`src/rtl/imem_loader_pkg.sv`:
```
// Shared types and constants for the instruction-memory boot loader.
// LOADER_CHECKSUM_EN adds the CHECK state for the trailing XOR checksum byte.
package imem_loader_pkg;

  localparam int unsigned LEN_W_DEF      = 16;
  localparam int unsigned INSTR_W        = 32;
  // First stream byte of a word lands in the most significant lane.
  localparam bit          LANE_MSB_FIRST = 1'b1;

  typedef enum logic [2:0] {
    S_IDLE,
    S_LEN_HI,
    S_LEN_LO,
    S_DATA,
    S_WRITE,
    S_DONE,
    S_ERROR
`ifdef LOADER_CHECKSUM_EN
    ,
    S_CHECK
`endif
  } state_t;

  function automatic logic is_busy(input state_t s);
    return !(s inside {S_IDLE, S_DONE, S_ERROR});
  endfunction

endpackage

```
`src/rtl/imem_loader_if.sv`:
```
// Byte stream (valid/ready) and instruction-memory write port of the loader.
// master: stream source / memory side; slave: the loader.
interface imem_loader_if #(
  parameter int unsigned ADDR_W = 10
) ();
  import imem_loader_pkg::*;

  logic [7:0]         s_data;
  logic               s_valid;
  logic               s_ready;
  logic               imem_we;
  logic [ADDR_W-1:0]  imem_addr;
  logic [INSTR_W-1:0] imem_wdata;

  modport master (
    output s_data, s_valid,
    input  s_ready, imem_we, imem_addr, imem_wdata
  );

  modport slave (
    input  s_data, s_valid,
    output s_ready, imem_we, imem_addr, imem_wdata
  );

endinterface

```
`src/rtl/imem_loader_byte_packer.sv`:
```
// Packs accepted stream bytes into 32-bit instruction words.
// word_full strobes with the accept of the fourth byte of a word.
module byte_packer
  import imem_loader_pkg::*;
(
  input  logic               clk,
  input  logic               rst_n,
  input  logic               clear,
  input  logic [7:0]         din,
  input  logic               accept,
  output logic [INSTR_W-1:0] word,
  output logic               word_full
);

  logic [1:0] lane;

  always_ff @(posedge clk) begin
    if (!rst_n) begin
      lane <= '0;
      word <= '0;
    end else if (clear) begin
      lane <= '0;
    end else if (accept) begin
      lane <= lane + 2'd1;
      if (LANE_MSB_FIRST) word <= {word[INSTR_W-9:0], din};
      else                word <= {din, word[INSTR_W-1:8]};
    end
  end

  assign word_full = accept && (lane == 2'd3);

endmodule

```
`src/rtl/imem_loader.sv`:
```
// Boot loader: receives a word-count header plus big-endian words, writes imem,
// then releases the CPU reset. LOADER_CHECKSUM_EN enables the trailing checksum byte.
module imem_loader
  import imem_loader_pkg::*;
#(
  parameter int unsigned ADDR_W = 10,
  parameter int unsigned LEN_W  = LEN_W_DEF
) (
  input  logic         clk,
  input  logic         rst_n,
  input  logic         start,
  imem_loader_if.slave bus,
  output logic         cpu_rst_n,
  output logic         busy,
  output logic         done,
  output logic         error
);

  localparam int unsigned DEPTH = 1 << ADDR_W;

`ifdef LOADER_CHECKSUM_EN
  localparam state_t S_TAIL = S_CHECK;
`else
  localparam state_t S_TAIL = S_DONE;
`endif

  state_t             state, nxt;
  logic [7:0]         len_hi;
  logic [LEN_W-1:0]   len, len_rx;
  logic [ADDR_W-1:0]  idx;
  logic [INSTR_W-1:0] word;
  logic               acc, last, word_full;
`ifdef LOADER_CHECKSUM_EN
  logic [7:0]         csum;
`endif

  assign acc    = bus.s_valid && bus.s_ready;
  assign len_rx = LEN_W'({len_hi, bus.s_data});
  assign last   = (32'(idx) + 32'd1) == 32'(len);

  byte_packer u_packer (
    .clk       (clk),
    .rst_n     (rst_n),
    .clear     (state != S_DATA),
    .din       (bus.s_data),
    .accept    (acc && (state == S_DATA)),
    .word      (word),
    .word_full (word_full)
  );

  assign bus.imem_addr  = idx;
  assign bus.imem_wdata = word;

  always_comb begin
    nxt         = state;
    bus.s_ready = 1'b0;
    bus.imem_we = 1'b0;
    case (state)
      S_IDLE, S_DONE, S_ERROR: begin
        if (start) nxt = S_LEN_HI;
      end
      S_LEN_HI: begin
        bus.s_ready = 1'b1;
        if (bus.s_valid) nxt = S_LEN_LO;
      end
      S_LEN_LO: begin
        bus.s_ready = 1'b1;
        if (bus.s_valid) begin
          if (len_rx == '0)              nxt = S_TAIL;
          else if (32'(len_rx) > DEPTH)  nxt = S_ERROR;
          else                           nxt = S_DATA;
        end
      end
      S_DATA: begin
        bus.s_ready = 1'b1;
        if (word_full) nxt = S_WRITE;
      end
      S_WRITE: begin
        bus.imem_we = 1'b1;
        nxt         = last ? S_TAIL : S_DATA;
      end
`ifdef LOADER_CHECKSUM_EN
      S_CHECK: begin
        bus.s_ready = 1'b1;
        if (bus.s_valid) nxt = (bus.s_data == csum) ? S_DONE : S_ERROR;
      end
`endif
      default: nxt = S_IDLE;
    endcase
  end

  // Status flags and cpu_rst_n are registered from the next state so they
  // change on the same edge as the state and never glitch.
  always_ff @(posedge clk) begin
    if (!rst_n) begin
      state     <= S_IDLE;
      busy      <= 1'b0;
      done      <= 1'b0;
      error     <= 1'b0;
      cpu_rst_n <= 1'b0;
    end else begin
      state     <= nxt;
      busy      <= is_busy(nxt);
      done      <= (nxt == S_DONE);
      error     <= (nxt == S_ERROR);
      cpu_rst_n <= (nxt == S_DONE);
    end
  end

  always_ff @(posedge clk) begin
    if (!rst_n) begin
      len_hi <= '0;
      len    <= '0;
      idx    <= '0;
`ifdef LOADER_CHECKSUM_EN
      csum   <= '0;
`endif
    end else begin
      if (state == S_LEN_HI && acc) len_hi <= bus.s_data;
      if (state == S_LEN_LO && acc) begin
        len <= len_rx;
        idx <= '0;
`ifdef LOADER_CHECKSUM_EN
        csum <= '0;
`endif
      end
      if (state == S_WRITE && !last) idx <= idx + ADDR_W'(1);
`ifdef LOADER_CHECKSUM_EN
      if (state == S_DATA && acc) csum <= csum ^ bus.s_data;
`endif
    end
  end

endmodule

```
`src/flat_wrapper.sv`:
```
// flat-port wrapper written by rule: the top's interface ports become plain ports
module imem_loader_flat import imem_loader_pkg::*;
#(
  parameter int unsigned ADDR_W = 10,
  parameter int unsigned LEN_W  = LEN_W_DEF
)
  (clk, rst_n, start, cpu_rst_n, busy, done, error, bus_s_data, bus_s_valid, bus_s_ready, bus_imem_we, bus_imem_addr, bus_imem_wdata);
  imem_loader_if #(.ADDR_W(ADDR_W)) bus_i ();
  input  logic clk;
  input  logic rst_n;
  input  logic start;
  output logic cpu_rst_n;
  output logic busy;
  output logic done;
  output logic error;
  input wire logic [$bits(bus_i.s_data)-1:0] bus_s_data;
  input wire logic [$bits(bus_i.s_valid)-1:0] bus_s_valid;
  output wire logic [$bits(bus_i.s_ready)-1:0] bus_s_ready;
  output wire logic [$bits(bus_i.imem_we)-1:0] bus_imem_we;
  output wire logic [$bits(bus_i.imem_addr)-1:0] bus_imem_addr;
  output wire logic [$bits(bus_i.imem_wdata)-1:0] bus_imem_wdata;
  assign bus_i.s_data = bus_s_data;
  assign bus_i.s_valid = bus_s_valid;
  assign bus_s_ready = bus_i.s_ready;
  assign bus_imem_we = bus_i.imem_we;
  assign bus_imem_addr = bus_i.imem_addr;
  assign bus_imem_wdata = bus_i.imem_wdata;
  imem_loader #(.ADDR_W(ADDR_W), .LEN_W(LEN_W)) u_core (.clk(clk), .rst_n(rst_n), .start(start), .bus(bus_i), .cpu_rst_n(cpu_rst_n), .busy(busy), .done(done), .error(error));
endmodule
```
`config.mk`:
```
export PLATFORM = sky130hd
export DESIGN_NAME = imem_loader_flat
export DESIGN_NICKNAME = d
export VERILOG_FILES = /design/src/rtl/imem_loader_pkg.sv /design/src/rtl/imem_loader_if.sv /design/src/rtl/imem_loader_byte_packer.sv /design/src/rtl/imem_loader.sv /design/src/flat_wrapper.sv
export SDC_FILE = /design/constraint.sdc
export NUM_CORES = 1
export LEC_CHECK = 0
export ABC_AREA = 1
export CAP_MARGIN = 20
export CORE_MARGIN = 4
export CORE_UTILIZATION = 52
export CTS_CLUSTER_DIAMETER = 30
export DETAILED_ROUTE_END_ITERATION = 6
export GPL_TIMING_DRIVEN = 1
export PLACE_DENSITY = 0.8
export SETUP_SLACK_MARGIN = 0.5
export SLEW_MARGIN = 20
export SYNTH_ARGS = -nofsm -noshare
export SYNTH_HDL_FRONTEND = slang
export SYNTH_SLANG_ARGS = --single-unit
```
`constraint.sdc`:
```
create_clock -name clk -period 2.5 [get_ports clk]
set_input_delay 0.75 -clock clk [delete_from_list [all_inputs] [get_ports clk]]
set_output_delay 0.75 -clock clk [all_outputs]
set_load 0.01 [all_outputs]
```
==> flow_summary.toml, run 1 <==
[logic_synthesis]
synth.distinct_cells = 27
synth-edff-count = 0
synth_top_cell_area_share = 0.458
synth_cells = 473
yosys.cell_count.top_type = "nand2_1"
syn_area_um2 = 3230
synth_common_cells = "141 x nand2_1, 74 x dfxtp_1, 64 x a21oi_1, 46 x nor2_1, 38 x inv_1"
synth-async-reset-ratio = 0
synth_seq_cells = 74
synth_largest_area_cell = "dfxtp_1"
ys_seq_area_frac = 0.458
synth_nets = 487
synth_area_leaders = "dfxtp_1 46%, nand2_1 16%, a21oi_1 9.9%, nand3_1 5.7%, nor2_1 5.3%"
yosys_warnings = 0
ys_dominant_reg_cell = "dfxtp_1"
avgSynthCellArea_um2 = 6.84

[power_and_ir_drop]
peakVddDrop_v = 0.000527
leakage_nw = 2.09
cellPowerDensity_nw_per_um2 = 644

[cts]
cts_buffers = 9
htree_num_levels = 3
clock_path_buffers = 2
cts-root-buf = "clkbuf_8"
cts_tree = "yes"
numClockSinks = 74
insertion_delay_ps = 340
clk_pin_slew_ps = 80

[critical_path]
cp_top_family = "simple AND/OR/NAND/NOR gates"
worst-r2r-setup-slack_ps = 540
reg2reg_depth = 14
slowest_stage = "dfxtp_4"
r2r_end = "u_core.bus.imem_addr[8]"
endpoint_kind = "flop"
max_stage_delay_ps = 380
critical_path_class = "reg2reg"
path_common_cell = "nand2_1"
critPathBufInv = 1
cp-start-kind = "flop"
crit_fanout = 5
arrival_ps = 2230
worstPathCellList = "ha_4 -> nand3_4 -> nor2_4 -> nand2_1 -> nand2_1 -> nand2_1 -> nor2_1 -> nand2_1 -> nor2_2 -> nand2_2 -> nand2_4 -> clkbuf_16 -> nand3_2 -> a21oi_2"
required_ps = 2770
timing.rr.start = "u_core.bus.imem_addr[1]"

[sta]
maxSlewHeadroom = 0.780
worst_pin_slew_ps = 330
whs_ps = 457
setup_viol_count_final = 0
maxSlewViolCount = 0
post-route-period-util = 0.783
hold_viol = 0
clock.fmax_ghz = 0.511
rsz0062_at_grt = "true"
fin_setup_tns_ps = 0
period_needed_ps = 1960
finClkSkew_ps = 7.21

[layout]
antenna_cells = 0
syn_to_final_growth_pct = 39.1
design_area_um2 = 4500
fin_cells = 628
drive_gt1_frac = 0.181
nets = 562
fillerInstances = 441

[grt]
antenna_found_initial = 0
track_usage = 0.237
grt_pass1_vias = 3261
grt_max_degree = 47
grt.overflow.total = 0
grt_pass1_wl_um = 14400

[drt]
routedWlPerCell_um = 14.1
vias = 3378
wl_um = 8840
drtAntennaViolNets = 0
viasPerCell = 5.38
drc = 0
dr.pass1.iters = 5
drt_iter0_drc = 255

[run]
drv_cap = 0

[die]
die_area_um2 = 7540
fp.dieW_um = 86.9
ios = 60
start_util = 0.540
core-area_um2 = 5990
rows = 28
fp.dieH_um = 86.9

[placement]
placed_cells = 605
hpwl_um = 5670
gp_congestion = 0.809
place_area_um2 = 3980
io_buffers = 59

[hold_path]
min_delay_worst_endpoint = "u_core.len[13]"
min_from = "u_core.len[13]"
hold_depth = 2
hold_class = "reg2reg"

[status]
status = "complete, no violations"
[through the flow]
step | total power, W | util | setup slack [ps]
finish | 0.00290 | 0.751 | 542
global route | 0.00303 | 0.751 | 376
CTS | 0.00286 | 0.713 | 434
detailed placement | 0.00175 | 0.664 | 10.5
global placement | 0.00174 | 0.664 | 42.8
floorplan | 0.00159 | - | 632
[placed cells by master, fill, tap and decap left out, drive strengths merged, types with 2 or more instances in the layout]
| cell type | instances |
|---|---|
| a21oi | 64 |
| a31oi | 2 |
| buf | 23 |
| bufinv | 3 |
| clkbuf | 11 |
| clkdlybuf4s50 | 7 |
| clkinv | 5 |
| dfxtp | 74 |
| dlygate4sd2 | 35 |
| dlymetal6s2s | 15 |
| ha | 2 |
| inv | 41 |
| nand2 | 143 |
| nand3 | 37 |
| nand3b | 2 |
| nor2 | 48 |
| nor3 | 6 |
| o21ai | 28 |
[cell type report]
cell class | instances | area [um2] | area share
inverters | 42 | 160 | 0.0356
multi-input cells | 338 | 1690 | 0.375
repair buffers | 83 | 803 | 0.179
clock inverters | 7 | 118 | 0.0261
flip-flops and latches | 74 | 1510 | 0.336
clock buffers | 9 | 124 | 0.0275
well taps | 75 | 93.8 | 0.0209
[metal layers]
layer / vias to the layer above / track usage / part of all wire
met3: 29 / 0.0558 / 0.061
li1: 1687 / - / -
met5: - / 0 / 0
met4: 0 / 0.112 / 0.031
met2: 130 / 0.404 / 0.49
met1: 1532 / 0.279 / 0.42
[sequential cells by signal, indices dropped and copies added, names as in the netlist]
name / cells
u_core.state: 3
u_core.error: 1
u_core.len_hi: 8
u_core.u_packer.word: 32
u_core.len: 16
u_core.u_packer.lane: 2
u_core.bus.imem_addr: 10
u_core.busy: 1
u_core.cpu_rst_n: 1
[worst max-delay path by stage]
stage                     depth (start not counted)                      end               startpoint  slack [ps]
after floorplan                                  14  u_core.bus.imem_addr[5]  u_core.bus.imem_addr[0]         630
after global placement                           13              u_core.busy            bus_s_data[2]          40
after detailed placement                         13              u_core.busy            bus_s_data[2]          10
after CTS                                         3              bus_imem_we          u_core.state[2]         430
after global routing                             14  u_core.bus.imem_addr[8]  u_core.bus.imem_addr[1]         380
final                                            14  u_core.bus.imem_addr[8]  u_core.bus.imem_addr[1]         540
[worst reg2reg max path, cell delays in order (launching register included)]
cell and delay (ps):
dfxtp_4 380, ha_4 180, nand3_4 90, nor2_4 150
nand2_1 80, nand2_1 70, nand2_1 60, nor2_1 90
nand2_1 90, nor2_2 150, nand2_2 80, nand2_4 120
clkbuf_16 170, nand3_2 60, a21oi_2 130
[power breakdown]
group | total [W] | leakage, nW | switching, W | internal, W
sequential | 0.00129 | 0.607 | 0.0000450 | 0.00125
combinational | 0.000489 | 1.36 | 0.000301 | 0.000189
clock | 0.00112 | 0.123 | 0.000454 | 0.000663
total | 0.00290 | 2.09 | 0.000799 | 0.00210
[timing repair]
item,CTS,global route
cloned,0,1
resized for setup,63,58
buffers inserted,3,3
endpoints found under the hold margin,0,0
pin swaps,12,35
hold buffers,0,0
endpoints found under the setup margin,49,28
[cell families (layout without fill, tap and decap cells)]
group,Yosys count,count (layout),share of synthesized area
compound gates,96,96,0.151
xor+xnor,1,1,0.00271
fa+ha+maj,2,2,0.00774
buf+inv,61,141,0.0743
flops,74,74,0.458
simple gates,239,239,0.307
(Power assumes the default switching activity.)
==> inputs of run 2 (changes only) <==
clock period = 2 ns   (was 2.5 ns; I/O delays follow)
==> run 2 against run 1 <==
The flow now finishes with violations (negative setup slack). Via count increased by 5.9%. Combinational power increased by 50%. Final cell count increased by 5.3%. Largest cell class unchanged. Highest routed layer unchanged.
==> flow_summary.toml, run 2 (same netlist as run 1, synthesis figures left out) <==
[layout]
top_register = "u_core.u_packer.word"
final_common_cell = "nand2_1"
syn_to_final_growth_pct = 42.4
drive_gt1_frac = 0.399
largest_reg_flops = 32
final_cell_mix = "121 x nand2_1, 57 x a21oi_1, 50 x buf_2, 50 x buf_4, 36 x nor2_1"
nets = 595
antenna_cells = 0

[critical_path]
worst-r2r-setup-slack_ps = -40
critical_path_class = "reg2reg"
cp-start-kind = "flop"
r2r_end = "u_core.bus.imem_addr[9]"
worstPathCellList = "ha_4 -> inv_2 -> nand2_2 -> nand3_2 -> nor2_2 -> nand3_1 -> nor2_1 -> nand2_1 -> nor2_2 -> nand2_2 -> nand2_4 -> clkbuf_16 -> nand3_2 -> a21oi_1"
arrival_ps = 2310
reg2reg_depth = 14
timing.rr.start = "u_core.bus.imem_addr[0]"
required_ps = 2270
crit_fanout = 5
max_stage_delay_ps = 380
critPathBufInv = 2
slowest_stage = "dfxtp_4"
cp_top_family = "simple AND/OR/NAND/NOR gates"
endpoint_kind = "flop"

[cts]
cts-root-buf = "clkbuf_8"
cts_buffers = 9
htree_num_levels = 3
numClockSinks = 74
insertion_delay_ps = 350
cts_hold_buffers = 0
clk_pin_slew_ps = 80
clock_path_buffers = 2
cts_tree = "yes"

[sta]
worst_pin_slew_ps = 528
fin_ws_ps = -40.3
maxSlewHeadroom = 0.648
post-route-period-util = 1.02
period_needed_ps = 2040
maxSlewViolCount = 0
hold_viol = 0
rsz0062_at_grt = "true"
finClkSkew_ps = 11.3
setup_viol_count_final = 5
clock.fmax_ghz = 0.490

[placement]
hpwl_um = 5670
io_buffers = 59
gp_congestion = 0.791
dpl_worst_slack_ps = -389

[die]
rows = 28
ios = 60
start_util = 0.540
fp.dieW_um = 86.9
fp.dieH_um = 86.9
core-area_um2 = 5990
die_area_um2 = 7540

[hold_path]
hold_class = "reg2reg"
min_delay_worst_endpoint = "u_core.len[12]"
hold_depth = 2
min_from = "u_core.len[12]"

[drt]
vias = 3577
dr.pass1.iters = 5
wl_um = 9500
routedWlPerCell_um = 14.4
viasPerCell = 5.41
drc = 0
drtAntennaViolNets = 0
drt_iter0_drc = 297

[grt]
grt.overflow.total = 0
antenna_found_initial = 0
grt_pass1_wl_um = 14700
grt_pass1_vias = 3262
grt_max_degree = 47
track_usage = 0.248

[status]
violations = "negative setup slack"
status = "complete, but fails checks"

[power_and_ir_drop]
leakage_nw = 1.97
power_w = 0.00362
cellPowerDensity_nw_per_um2 = 785
peakVddDrop_v = 0.000467

[run]
drv_cap = 0
==> run 2: cell count changes in the layout (fill, tap and decap cells not counted), sizes merged, moves of 2 or more <==
cell / delta
clkdlybuf4s50: -5
buf: +86
dlymetal6s2s: -15
dlygate4sd2: -34
clkbuf: +2
clkinvlp: +3
inv: -2
==> run 2: per-stage QoR <==
step	hold WS, ps	instances	setup TNS, ps	utilization	cell area (um2)
finish	457	661	-84.8	0.769	4600
global route	484	661	-1360	0.769	4600
CTS	461	651	0	0.730	4370
detailed placement	450	609	-1900	0.676	4050
global placement	440	609	-1360	0.676	4050
floorplan	429	473	0	-	3280
==> run 2: cell type report <==
cell class | count | area [um2]
Sequential cell | 74 | 1560
Fill cell | 439 | 1390
Timing Repair inverter | 1 | 7.51
Clock buffer | 11 | 131
Tap cell | 75 | 93.8
Multi-Input combinational cell | 338 | 1760
Inverter | 42 | 175
Clock inverter | 5 | 78.8
Timing Repair Buffer | 115 | 806
==> run 2: worst max path at each step <==
| stage | from | endpoint | cells past startpoint |
|---|---|---|---|
| floorplan | u_core.bus.imem_addr[1] | u_core.bus.imem_addr[1] | 14 |
| global route | u_core.bus.imem_addr[0] | u_core.bus.imem_addr[9] | 14 |
| finish | u_core.bus.imem_addr[0] | u_core.bus.imem_addr[9] | 14 |
| CTS | u_core.bus.imem_addr[1] | u_core.bus.imem_addr[1] | 14 |
| global placement | bus_s_data[2] | u_core.busy | 13 |
| detailed placement | bus_s_data[2] | u_core.busy | 13 |
==> run 2: power by group <==
group / switching (W) / total [W] / internal, W
Clock: 0.000563 / 0.00127 / 0.000702
Combinational: 0.000434 / 0.000734 / 0.000300
Sequential: 0.0000666 / 0.00162 / 0.00155
Total: 0.00106 / 0.00362 / 0.00255
==> run 2: worst min-delay path: stages, from the launching register on <==
cell and delay, ps:
dfxtp_1 310, inv_1 60, a21oi_1 50
==> run 2: timing repair <==
| action | in CTS | in global routing |
|---|---|---|
| resized for setup | 280 | 69 |
| endpoints found under the hold margin | 0 | 0 |
| gates cloned | 0 | 2 |
| pin swaps | 11 | 27 |
| setup buffers | 26 | 8 |
| endpoints found under the setup margin | 108 | 85 |
==> run 2: per-layer routing <==
metal  vias up  wire, um  GRT usage
met5         -         0          0
met4         0       310      0.127
met3        34       630     0.0615
met2       130      4720      0.410
met1      1669      3840      0.299
li1       1744         -          -
